### src/rtl/johnson_led_ctrl_pkg.sv
// Shared encodings for the Johnson LED controller: FSM states and shift direction.
package johnson_pkg;

    // Controller states; the spare code 2'd3 is treated as a fault and recovers to S_IDLE.
    typedef enum logic [1:0] {
        S_IDLE  = 2'd0,
        S_RUN   = 2'd1,
        S_PAUSE = 2'd2
    } state_t;

    // Pattern shift direction as presented on dir_o.
    typedef enum logic {
        DIR_LEFT  = 1'b0,
        DIR_RIGHT = 1'b1
    } dir_t;

endpackage

### src/rtl/johnson_led_ctrl_if.sv
// Key-level inputs and LED-side outputs of the Johnson LED controller.
interface johnson_led_ctrl_if #(
    parameter int LED_W = 4
);
    logic             run_en;     // debounced toggle level: 1 = run, 0 = pause
    logic             dir_en;     // debounced toggle level: each transition reverses direction
    logic [LED_W-1:0] led;        // Johnson pattern, active-high
    logic             step_tick;  // 1-cycle pulse in the cycle led takes a new value
    logic             dir_o;      // 0 = shift left, 1 = shift right

    // Key side drives the enables and observes the pattern.
    modport master (
        output run_en, dir_en,
        input  led, step_tick, dir_o
    );

    // Controller side consumes the enables and drives the pattern.
    modport slave (
        input  run_en, dir_en,
        output led, step_tick, dir_o
    );
endinterface

### src/rtl/johnson_led_ctrl_tick_gen.sv
// Prescaler: counts enabled cycles and pulses tick on the cycle the count wraps.
module tick_gen #(
    parameter int TICK_CNT = 25_000_000,
    parameter int CNT_W    = 25
) (
    input  logic clk,
    input  logic rst_n,
    input  logic en,
    output logic tick
);
    localparam logic [CNT_W-1:0] LAST = CNT_W'(TICK_CNT - 1);

    logic [CNT_W-1:0] cnt_q;

    // Tick is combinational so the caller can register its effect on the same edge the count wraps.
    assign tick = en && (cnt_q == LAST);

    // Count enabled cycles, wrap to zero at LAST; hold the value while disabled.
    always_ff @(posedge clk or negedge rst_n) begin
        // NOTE: sequential state uses non-blocking assignments so every flop samples pre-edge values.
        if (!rst_n) begin
            cnt_q <= '0;
        end else if (en) begin
            cnt_q <= tick ? '0 : cnt_q + CNT_W'(1);
        end
    end
endmodule

### src/rtl/johnson_led_ctrl.sv
// Johnson LED controller: run/pause FSM, direction toggle from key edges,
// prescaled stepping of a twisted-ring register with illegal-code recovery.
module johnson_led_ctrl
    import johnson_pkg::*;
#(
    parameter int LED_W    = 4,
    parameter int TICK_CNT = 25_000_000,
    parameter int CNT_W    = 25
) (
    input  logic              clk,
    input  logic              rst_n,
    johnson_led_ctrl_if.slave bus
);
    state_t           state_q, state_d;
    dir_t             dir_q;
    logic             dir_en_r;
    logic             dir_flip;
    logic             cnt_en;
    logic             tick;
    logic             step_q;
    logic             led_legal;
    logic [LED_W-1:0] led_q, led_d;

    tick_gen #(
        .TICK_CNT (TICK_CNT),
        .CNT_W    (CNT_W)
    ) u_tick_gen (
        .clk   (clk),
        .rst_n (rst_n),
        .en    (cnt_en),
        .tick  (tick)
    );

    // Any level change on the direction key since last cycle is one reversal request.
    assign dir_flip = bus.dir_en ^ dir_en_r;

    // A Johnson code has at most one 0/1 boundary between adjacent bits; anything else is corrupt.
    assign led_legal = $countones(led_q[LED_W-2:0] ^ led_q[LED_W-1:1]) <= 1;

    // Next FSM state and prescaler enable; counting happens only while running with run_en still high.
    always_comb begin
        // NOTE: every always_comb output gets a default first so no path leaves it unassigned (no latch).
        state_d = state_q;
        cnt_en  = 1'b0;
        case (state_q)
            S_IDLE:  if (bus.run_en) state_d = S_RUN;
            S_RUN: begin
                if (bus.run_en) cnt_en  = 1'b1;
                else            state_d = S_PAUSE;
            end
            S_PAUSE: if (bus.run_en) state_d = S_RUN;
            default: state_d = S_IDLE;
        endcase
    end

    // Next pattern: shift in the current direction, or clear a corrupt code back to all-zeros.
    always_comb begin
        led_d = led_q;
        if (!led_legal)
            led_d = '0;
        else if (dir_q == DIR_LEFT)
            led_d = {led_q[LED_W-2:0], ~led_q[LED_W-1]};
        else
            led_d = {~led_q[0], led_q[LED_W-1:1]};
    end

    // State, direction, edge-detect history, step pulse and pattern register.
    always_ff @(posedge clk or negedge rst_n) begin
        if (!rst_n) begin
            state_q  <= S_IDLE;
            dir_q    <= DIR_LEFT;
            dir_en_r <= 1'b0;
            step_q   <= 1'b0;
            led_q    <= '0;
        end else begin
            state_q  <= state_d;
            dir_en_r <= bus.dir_en;
            step_q   <= tick;
            // A step on the same edge as a flip still uses the old direction.
            if (dir_flip) dir_q <= (dir_q == DIR_LEFT) ? DIR_RIGHT : DIR_LEFT;
            if (tick)     led_q <= led_d;
        end
    end

    assign bus.led       = led_q;
    assign bus.step_tick = step_q;
    assign bus.dir_o     = dir_q;
endmodule

### src/flat_wrapper.sv
// flat-port wrapper written by rule: the top's interface ports become plain ports
module johnson_led_ctrl_flat import johnson_pkg::*;
#(
    parameter int LED_W    = 4,
    parameter int TICK_CNT = 25_000_000,
    parameter int CNT_W    = 25
)
  (clk, rst_n, bus_run_en, bus_dir_en, bus_led, bus_step_tick, bus_dir_o);
  johnson_led_ctrl_if #(.LED_W(LED_W)) bus_i ();
  input  logic clk;
  input  logic rst_n;
  input wire logic [$bits(bus_i.run_en)-1:0] bus_run_en;
  input wire logic [$bits(bus_i.dir_en)-1:0] bus_dir_en;
  output wire logic [$bits(bus_i.led)-1:0] bus_led;
  output wire logic [$bits(bus_i.step_tick)-1:0] bus_step_tick;
  output wire logic [$bits(bus_i.dir_o)-1:0] bus_dir_o;
  assign bus_i.run_en = bus_run_en;
  assign bus_i.dir_en = bus_dir_en;
  assign bus_led = bus_i.led;
  assign bus_step_tick = bus_i.step_tick;
  assign bus_dir_o = bus_i.dir_o;
  johnson_led_ctrl #(.LED_W(LED_W), .TICK_CNT(TICK_CNT), .CNT_W(CNT_W)) u_core (.clk(clk), .rst_n(rst_n), .bus(bus_i));
endmodule
### config.mk
export PLATFORM = sky130hd
export DESIGN_NAME = johnson_led_ctrl_flat
export DESIGN_NICKNAME = d
export VERILOG_FILES = /design/src/rtl/johnson_led_ctrl_pkg.sv /design/src/rtl/johnson_led_ctrl_if.sv /design/src/rtl/johnson_led_ctrl_tick_gen.sv /design/src/rtl/johnson_led_ctrl.sv /design/src/flat_wrapper.sv
export SDC_FILE = /design/constraint.sdc
export NUM_CORES = 1
export LEC_CHECK = 0
export ABC_AREA = 1
export BUFFER_PORTS_ARGS = -buffer_cell sky130_fd_sc_hd__buf_2
export CORE_MARGIN = 2
export CORE_UTILIZATION = 60
export DETAILED_ROUTE_END_ITERATION = 8
export GPL_ROUTABILITY_DRIVEN = 0
export PLACE_DENSITY = 0.78
export SYNTH_ARGS = -nofsm -noshare
export SYNTH_HDL_FRONTEND = slang
export SYNTH_SLANG_ARGS = --single-unit
### constraint.sdc
create_clock -name clk -period 3.6 [get_ports clk]
set_input_delay 0.18 -clock clk [delete_from_list [all_inputs] [get_ports clk]]
set_output_delay 0.18 -clock clk [all_outputs]
set_load 0.01 [all_outputs]
==> results of run 1 <==
## path summary, 6_finish.rpt
| check | to | slack [ns] | cells after the start |
|---|---|---|---|
| min in group asynchronous | u_core.u_tick_gen.cnt_q[1]$_DFFE_PN0P_ | 0.49 | 2 |
| max in group asynchronous | u_core.u_tick_gen.cnt_q[17]$_DFFE_PN0P_ | 2.64 | 2 |
| worst max register to register | u_core.u_tick_gen.cnt_q[15]$_DFFE_PN0P_ | 1.80 | 7 |
| worst min register to register | u_core.state_q[0]$_DFFE_PN0P_ | 0.54 | 1 |
| worst max-delay path | u_core.u_tick_gen.cnt_q[15]$_DFFE_PN0P_ | 1.80 | 7 |
| worst min-delay path | u_core.dir_en_r$_DFF_PN0_ | 0.02 | 1 |
## stage by stage
step	setup WS, ns	cells
floorplan	2.13	309
global placement	1.91	365
detailed placement	1.82	365
CTS	1.81	374
global route	1.69	374
finish	1.80	374
## Yosys cell counts (3+ instances only)
master | count | area share, %
nand2_1 | 87 | 14
nor2_1 | 48 | 7.9
inv_1 | 40 | 6.6
dfrtp_1 | 34 | 37
nand3_1 | 18 | 4.0
nand4_1 | 8 | 2.2
xor2_1 | 8 | 3.1
nor2_4 | 7 | 3.5
o21ai_0 | 7 | 1.5
nor2_2 | 6 | 1.7
a21oi_1 | 5 | 1.1
nand2_2 | 4 | 1.1
nor3_1 | 4 | 0.88
inv_2 | 3 | 0.50
nand2_4 | 3 | 1.5
nand3_2 | 3 | 1.3
o21bai_1 | 3 | 0.99
## layout by cell type (no fill, tap or decap), types with 2 or more instances in the layout
master,Yosys,layout
nand3_1,18,18
a21oi_1,5,5
nor3_2,2,2
dfrtp_1,34,34
or2_2,2,2
o21ai_0,7,7
inv_2,3,3
nor2_1,48,48
xnor2_1,2,2
xor2_1,8,8
nand3_2,3,3
nor2_4,7,7
clkbuf_8,0,6
nand2_4,3,3
nor3_4,2,2
o21bai_1,3,3
inv_1,40,40
buf_2,0,9
nand4_1,8,8
ha_1,2,2
nand2_2,4,4
nor2_2,6,6
nand2_1,87,87
nor3_1,4,4
nor2_8,2,2
## per-layer routing
layer / wire length, um / vias to the layer above / track usage [%] / part of all wire, %
met4: 73 / 0 / 9.11 / 1.6
met1: 2110 / 860 / 30.2 / 45
li1: - / 999 / - / -
met2: 2300 / 32 / 44.3 / 49
met5: 0 / - / 0 / 0
met3: 161 / 7 / 4.62 / 3.5
## area by class of cell
class	count	area (um^2)	share of cell area [%]
Sequential cell	34	851	34.5
Inverter	44	165	6.69
Timing Repair Buffer	10	55.1	2.23
Tap cell	48	60.1	2.43
Multi-Input combinational cell	230	1250	50.5
Clock buffer	7	86.3	3.50
Clock inverter	1	5.00	0.203
## logic make-up after synthesis
group / after synthesis / synth area share [%]
AND/OR/NAND/NOR: 201 / 45.6
buffers and inverters: 45 / 7.76
flip-flops: 34 / 37.4
AO/OA/AOI/OAI: 17 / 4.29
XOR/XNOR: 10 / 3.85
adder cells (fa/ha/maj): 2 / 1.10
## power by group through the flow
stage	Sequential (W)	Clock, W	Combinational [W]
floorplan	0.000461	0	0.0000771
global placement	0.000467	0	0.000103
detailed placement	0.000468	0	0.000104
CTS	0.000461	0.000297	0.000105
global route	0.000467	0.000313	0.000123
finish	0.000461	0.000291	0.000105
## timing repair
action | in CTS | in global routing
buffers inserted | 0 | 0
hold endpoints to repair | 34 | 0
hold buffers | 1 | 0
## critical path: stages, from the launching register on
cell and delay (ns):
dfrtp_1 0.41, inv_1 0.08, nand3_2 0.35, clkinv_1 0.32
nand3_1 0.12, nor2_2 0.19, xor2_1 0.18, inv_1 0.05
## flip-flops by register name, indices dropped and copies added, names as in the netlist
signal / flops
u_core.bus.dir_o: 1
u_core.bus.led: 4
u_core.bus.step_tick: 1
u_core.dir_en_r: 1
u_core.state_q: 2
u_core.u_tick_gen.cnt_q: 25
==> metrics.txt, run 1 <==
Tot Pwr 0.000857 W; Die Width about 66 um; layout cell share with drive strength beyond 1 ~16%; all-layer global routing usage approximately a quarter; clk slew on worst S/H paths 0.07 ns; Sequential Power Share 53.8%; Sw Share about 29%; Leak ~1.3 nW; Vias/cell just over 5; Fillers about 310; Clock power frac roughly 34%; hpwl dp 3570 um; placement row count 22; Starting Density between 60% and 70%; DP Area between 0.002 and 0.0025 mm^2; Max Cap Violations 0; Final Cell Area 0.00247 mm^2; crit-path max FO 12; CP arrival between 1.5 and 2 ns; Tmin final roughly 1.8 ns; TritonCTS Buffers 5; final worst path period share about half; vias in the first global route approximately 1.8k; via count approximately 1.9k; Main synth FF type dfrtp_1; later-pin clock latency in the skew report about 0.29 ns; Max Buffers Root-to-Sink 2; CTS tree yes; Setup violations, final 0; Crit Path Class reg2reg; first-pass GRT wire length just over 8000 um; Syn Area/Cell roughly 7.4 um^2; Slew Viols, Final 0; fin util approximately 67%; Psw between 0.0002 and 0.00025 W; status finished, final reports clean; count of warnings emitted by yosys 0; final clock skew around 0.0058 ns; Power Internal around 0.00061 W; Root Driver clkbuf_8; Layout area overhead 8.59%; PostCTS Resize Cnt 0; largest net degree at the start of global routing 35; Placeable Area about 0.0037 mm^2; syn_nets around 320; Syn Inst Count 309; post-synth cell types 32; Hold Startpoint bus_dir_en; fin nets 331; first-pass iteration count of the detailed router 4; Hold Crit Class in2reg; Async SR Flop Fraction 100%; Post-route DRC 0; Ports 10; Final ANT Viol Nets 0; worst vdd ir about 0.00027 V; fmax ~0.56 GHz; Die Span Y 65.6 um; initial antenna violation count 0; DR iter-0 viols approximately 110; Antenna diodes 0; grt ovf 0; Slew @ Worst Pin approximately 0.74 ns; CP startpoint u_core.state_q[1]$_DFFE_PN0P_; CTS sink count 34; #FFs+latches synth 34; die area roughly 0.0043 mm^2; Port Buf Inserts 9; Gate power share 12.2%; register area share after synthesis 37.4%; Fin Hold WS between 0.015 and 0.02 ns; max_slew headroom about half; CP endpoint kind register; Worst R2R Start u_core.state_q[1]$_DFFE_PN0P_; H-tree levels 2; Required @ worst endpoint approximately 3.8 ns; RSZ-0062 raised after global routing false; Hold Vio Cnt, Final 0; post-DR wirelength/cell 12.4 um; EDFF count, synth 0; WL final around 4600 um; CP Launch Type register; PwrDens between 300 and 400 mW/mm^2; Setup Total Neg Slack 0 ns; mapped cell area about 0.0023 mm^2
Note: power is estimated with default switching activity, not from simulation.
==> inputs of run 2 (changes only) <==
- clock period: 3.6 -> 1.75 ns (I/O delays scaled with it)
==> run 2 against run 1 <==
Effect of this change: clock skew grew 0.0020 ns; core utilization grew 1.5 points; cell count grew 1.1%; sequential cell count is the same; non-clock buffer count grew 4; critical path type unchanged; highest routed layer unchanged.
==> metrics.txt, run 2 (synthesized netlist as in run 1, its figures left out) <==
DR iter-0 viols 129 (was 106); initial antenna violation count 0 (unchanged); Root Driver clkbuf_8 (unchanged); later-pin clock latency in the skew report 0.30 ns (was 0.29 ns); final worst setup slack 0.186 ns (was 1.80 ns); layout cell share with drive strength beyond 1 17.0% (was 16.0%); CP arrival 1.75 ns (was 1.99 ns); Vias/cell 5.21 (was 5.07); Final ANT Viol Nets 0 (unchanged); Required @ worst endpoint 1.93 ns (was 3.79 ns); Setup Slack @ Placement 0.110 ns (was 1.82 ns); max reg flops 25 (unchanged); CTS tree yes (unchanged); Antenna diodes 0 (unchanged); final clock skew 0.00780 ns (was 0.00576 ns); status finished, final reports clean (unchanged); Hold Crit Class in2reg (unchanged); CP Launch Type register (unchanged); Worst R2R Start u_core.u_tick_gen.cnt_q[1]$_DFFE_PN0P_ (was u_core.state_q[1]$_DFFE_PN0P_); reg2reg path depth 8 (was 7); hold path cells 2 (was 1); die area 0.00430 mm^2 (unchanged); Die Width 65.6 um (unchanged); Port Buf Inserts 9 (unchanged); post-DR wirelength/cell 13.4 um (was 12.4 um); CTS sink count 34 (unchanged); final worst path period share 89.4% (was 50.0%); clk slew on worst S/H paths 0.07 ns (about the same); most frequent cells in the layout nand2_1 (87), nor2_1 (48), inv_1 (40), dfrtp_1 (34), nand3_1 (18) (unchanged); Largest Register u_core.u_tick_gen.cnt_q (unchanged); Tmin final 1.56 ns (was 1.80 ns); H-tree levels 2 (unchanged); Max Buffers Root-to-Sink 2 (unchanged); fmax 0.640 GHz (was 0.555 GHz); first-pass GRT wire length 8860 um (was 8150 um); Max Cap Violations 0 (unchanged); worst vdd ir 0.000522 V (was 0.000273 V); placement row count 22 (unchanged); TritonCTS Buffers 5 (unchanged); Hold Vio Cnt, Final 0 (unchanged); end point of the worst hold path u_core.state_q[0]$_DFFE_PN0P_ (was u_core.dir_en_r$_DFF_PN0_); CP endpoint kind register (unchanged); largest net degree at the start of global routing 35 (unchanged); Layout area overhead 11.0% (was 8.59%); Slew @ Worst Pin 0.750 ns (was 0.739 ns); Leak 1.33 nW (was 1.31 nW); Fillers 296 (was 308); crit-path max FO 4 (was 12); via count 1969 (was 1898); max_slew headroom 50.0% (was 50.8%); fin nets 335 (was 331); Setup Total Neg Slack 0 ns (unchanged); RSZ-0062 raised after global routing false (unchanged); flop2flop setup slack 0.19 ns (was 1.80 ns); Placeable Area 0.00366 mm^2 (unchanged); Post-route DRC 0 (unchanged); Slew Viols, Final 0 (unchanged); vias in the first global route 1943 (was 1841); commonest non-fill, non-tap cell in the layout nand2_1 (unchanged); first-pass iteration count of the detailed router 5 (was 4); Setup violations, final 0 (unchanged); Crit Path Class reg2reg (unchanged); Ports 10 (unchanged); Fin Hold WS 0.0811 ns (was 0.0160 ns); all-layer global routing usage 27.5% (was 25.0%); Die Span Y 65.6 um (unchanged); Critical R2R Capture u_core.u_tick_gen.cnt_q[0]$_DFFE_PN0P_ (was u_core.u_tick_gen.cnt_q[15]$_DFFE_PN0P_); setup bufs post-CTS 0 (unchanged); Hold Startpoint bus_run_en (was bus_dir_en); Starting Density 62.1% (unchanged); hpwl dp 3710 um (was 3570 um); WL final 5050 um (was 4640 um); grt ovf 0 (unchanged); fin util 68.9% (was 67.4%); PwrDens 712 mW/mm^2 (was 347 mW/mm^2)
[run 2: changes by cell type in the layout (fill, tap and decap cells not counted)]
cell	before	now
nor2_2	6	4
dlygate4sd3_1	1	2
nor2_4	7	9
o21bai_1	3	2
buf_4	0	3
nand3_4	1	2
nand3_2	3	2
o21bai_2	0	1
[run 2: repair_timing]
action | 4_1_cts | 5_1_grt
hold buffers | 2 | 0
endpoints found under the hold margin | 35 | 0
resized for setup | 0 | 4
setup endpoints to repair | 0 | 12
[run 2: area by class of cell]
class | instances | area, um^2 | share of cell area (%)
repair buffers | 14 | 87.6 | 3.47
multi-input cells | 230 | 1270 | 50.2
flip-flops and latches | 34 | 851 | 33.7
well taps | 48 | 60.1 | 2.38
clock inverters | 1 | 5.00 | 0.198
inverters | 44 | 165 | 6.55
clock buffers | 7 | 86.3 | 3.42
[run 2: metrics by stage]
step                      std cells  total power, W  instance area, um^2
after detailed placement        368         0.00119                 2390
after floorplan                 309         0.00111                 2270
final                           378         0.00180                 2520
after global placement          368         0.00118                 2390
after global routing            378         0.00189                 2520
after CTS                       378         0.00180                 2500
[run 2: where the power goes]
| part | switching [W] | internal, W |
|---|---|---|
| sequential | 0.000108 | 0.000849 |
| combinational | 0.000138 | 0.0000952 |
| clock | 0.000289 | 0.000317 |
[run 2: worst max path at each step]
stage | end | startpoint | depth (start not counted) | slack (ns)
after floorplan | u_core.bus.led[2]$_DFFE_PN0P_ | u_core.bus.led[1]$_DFFE_PN0P_ | 7 | 0.28
after global placement | u_core.u_tick_gen.cnt_q[16]$_DFFE_PN0P_ | u_core.state_q[1]$_DFFE_PN0P_ | 8 | 0.15
after detailed placement | u_core.bus.led[0]$_DFFE_PN0P_ | u_core.state_q[1]$_DFFE_PN0P_ | 6 | 0.11
after CTS | u_core.u_tick_gen.cnt_q[16]$_DFFE_PN0P_ | u_core.state_q[1]$_DFFE_PN0P_ | 8 | 0.08
after global routing | u_core.u_tick_gen.cnt_q[0]$_DFFE_PN0P_ | u_core.u_tick_gen.cnt_q[1]$_DFFE_PN0P_ | 8 | 0.009
final | u_core.u_tick_gen.cnt_q[0]$_DFFE_PN0P_ | u_core.u_tick_gen.cnt_q[1]$_DFFE_PN0P_ | 8 | 0.19
[run 2: critical path, cell delays in order, from the launching register on]
cell     delay [ns]
dfrtp_1        0.40
ha_1           0.22
nand3_2        0.18
inv_2          0.13
nand3_1        0.09
nor2_1         0.10
nand2_1        0.14
nand3_1        0.11
o21ai_0        0.08
[run 2: metal layers]
metal	track usage, %	vias up	routed length [um]
li1	-	1003	-
met3	6.68	13	208
met5	0	-	0
met1	34.7	913	2210
met4	7.29	0	111
met2	47.1	40	2530
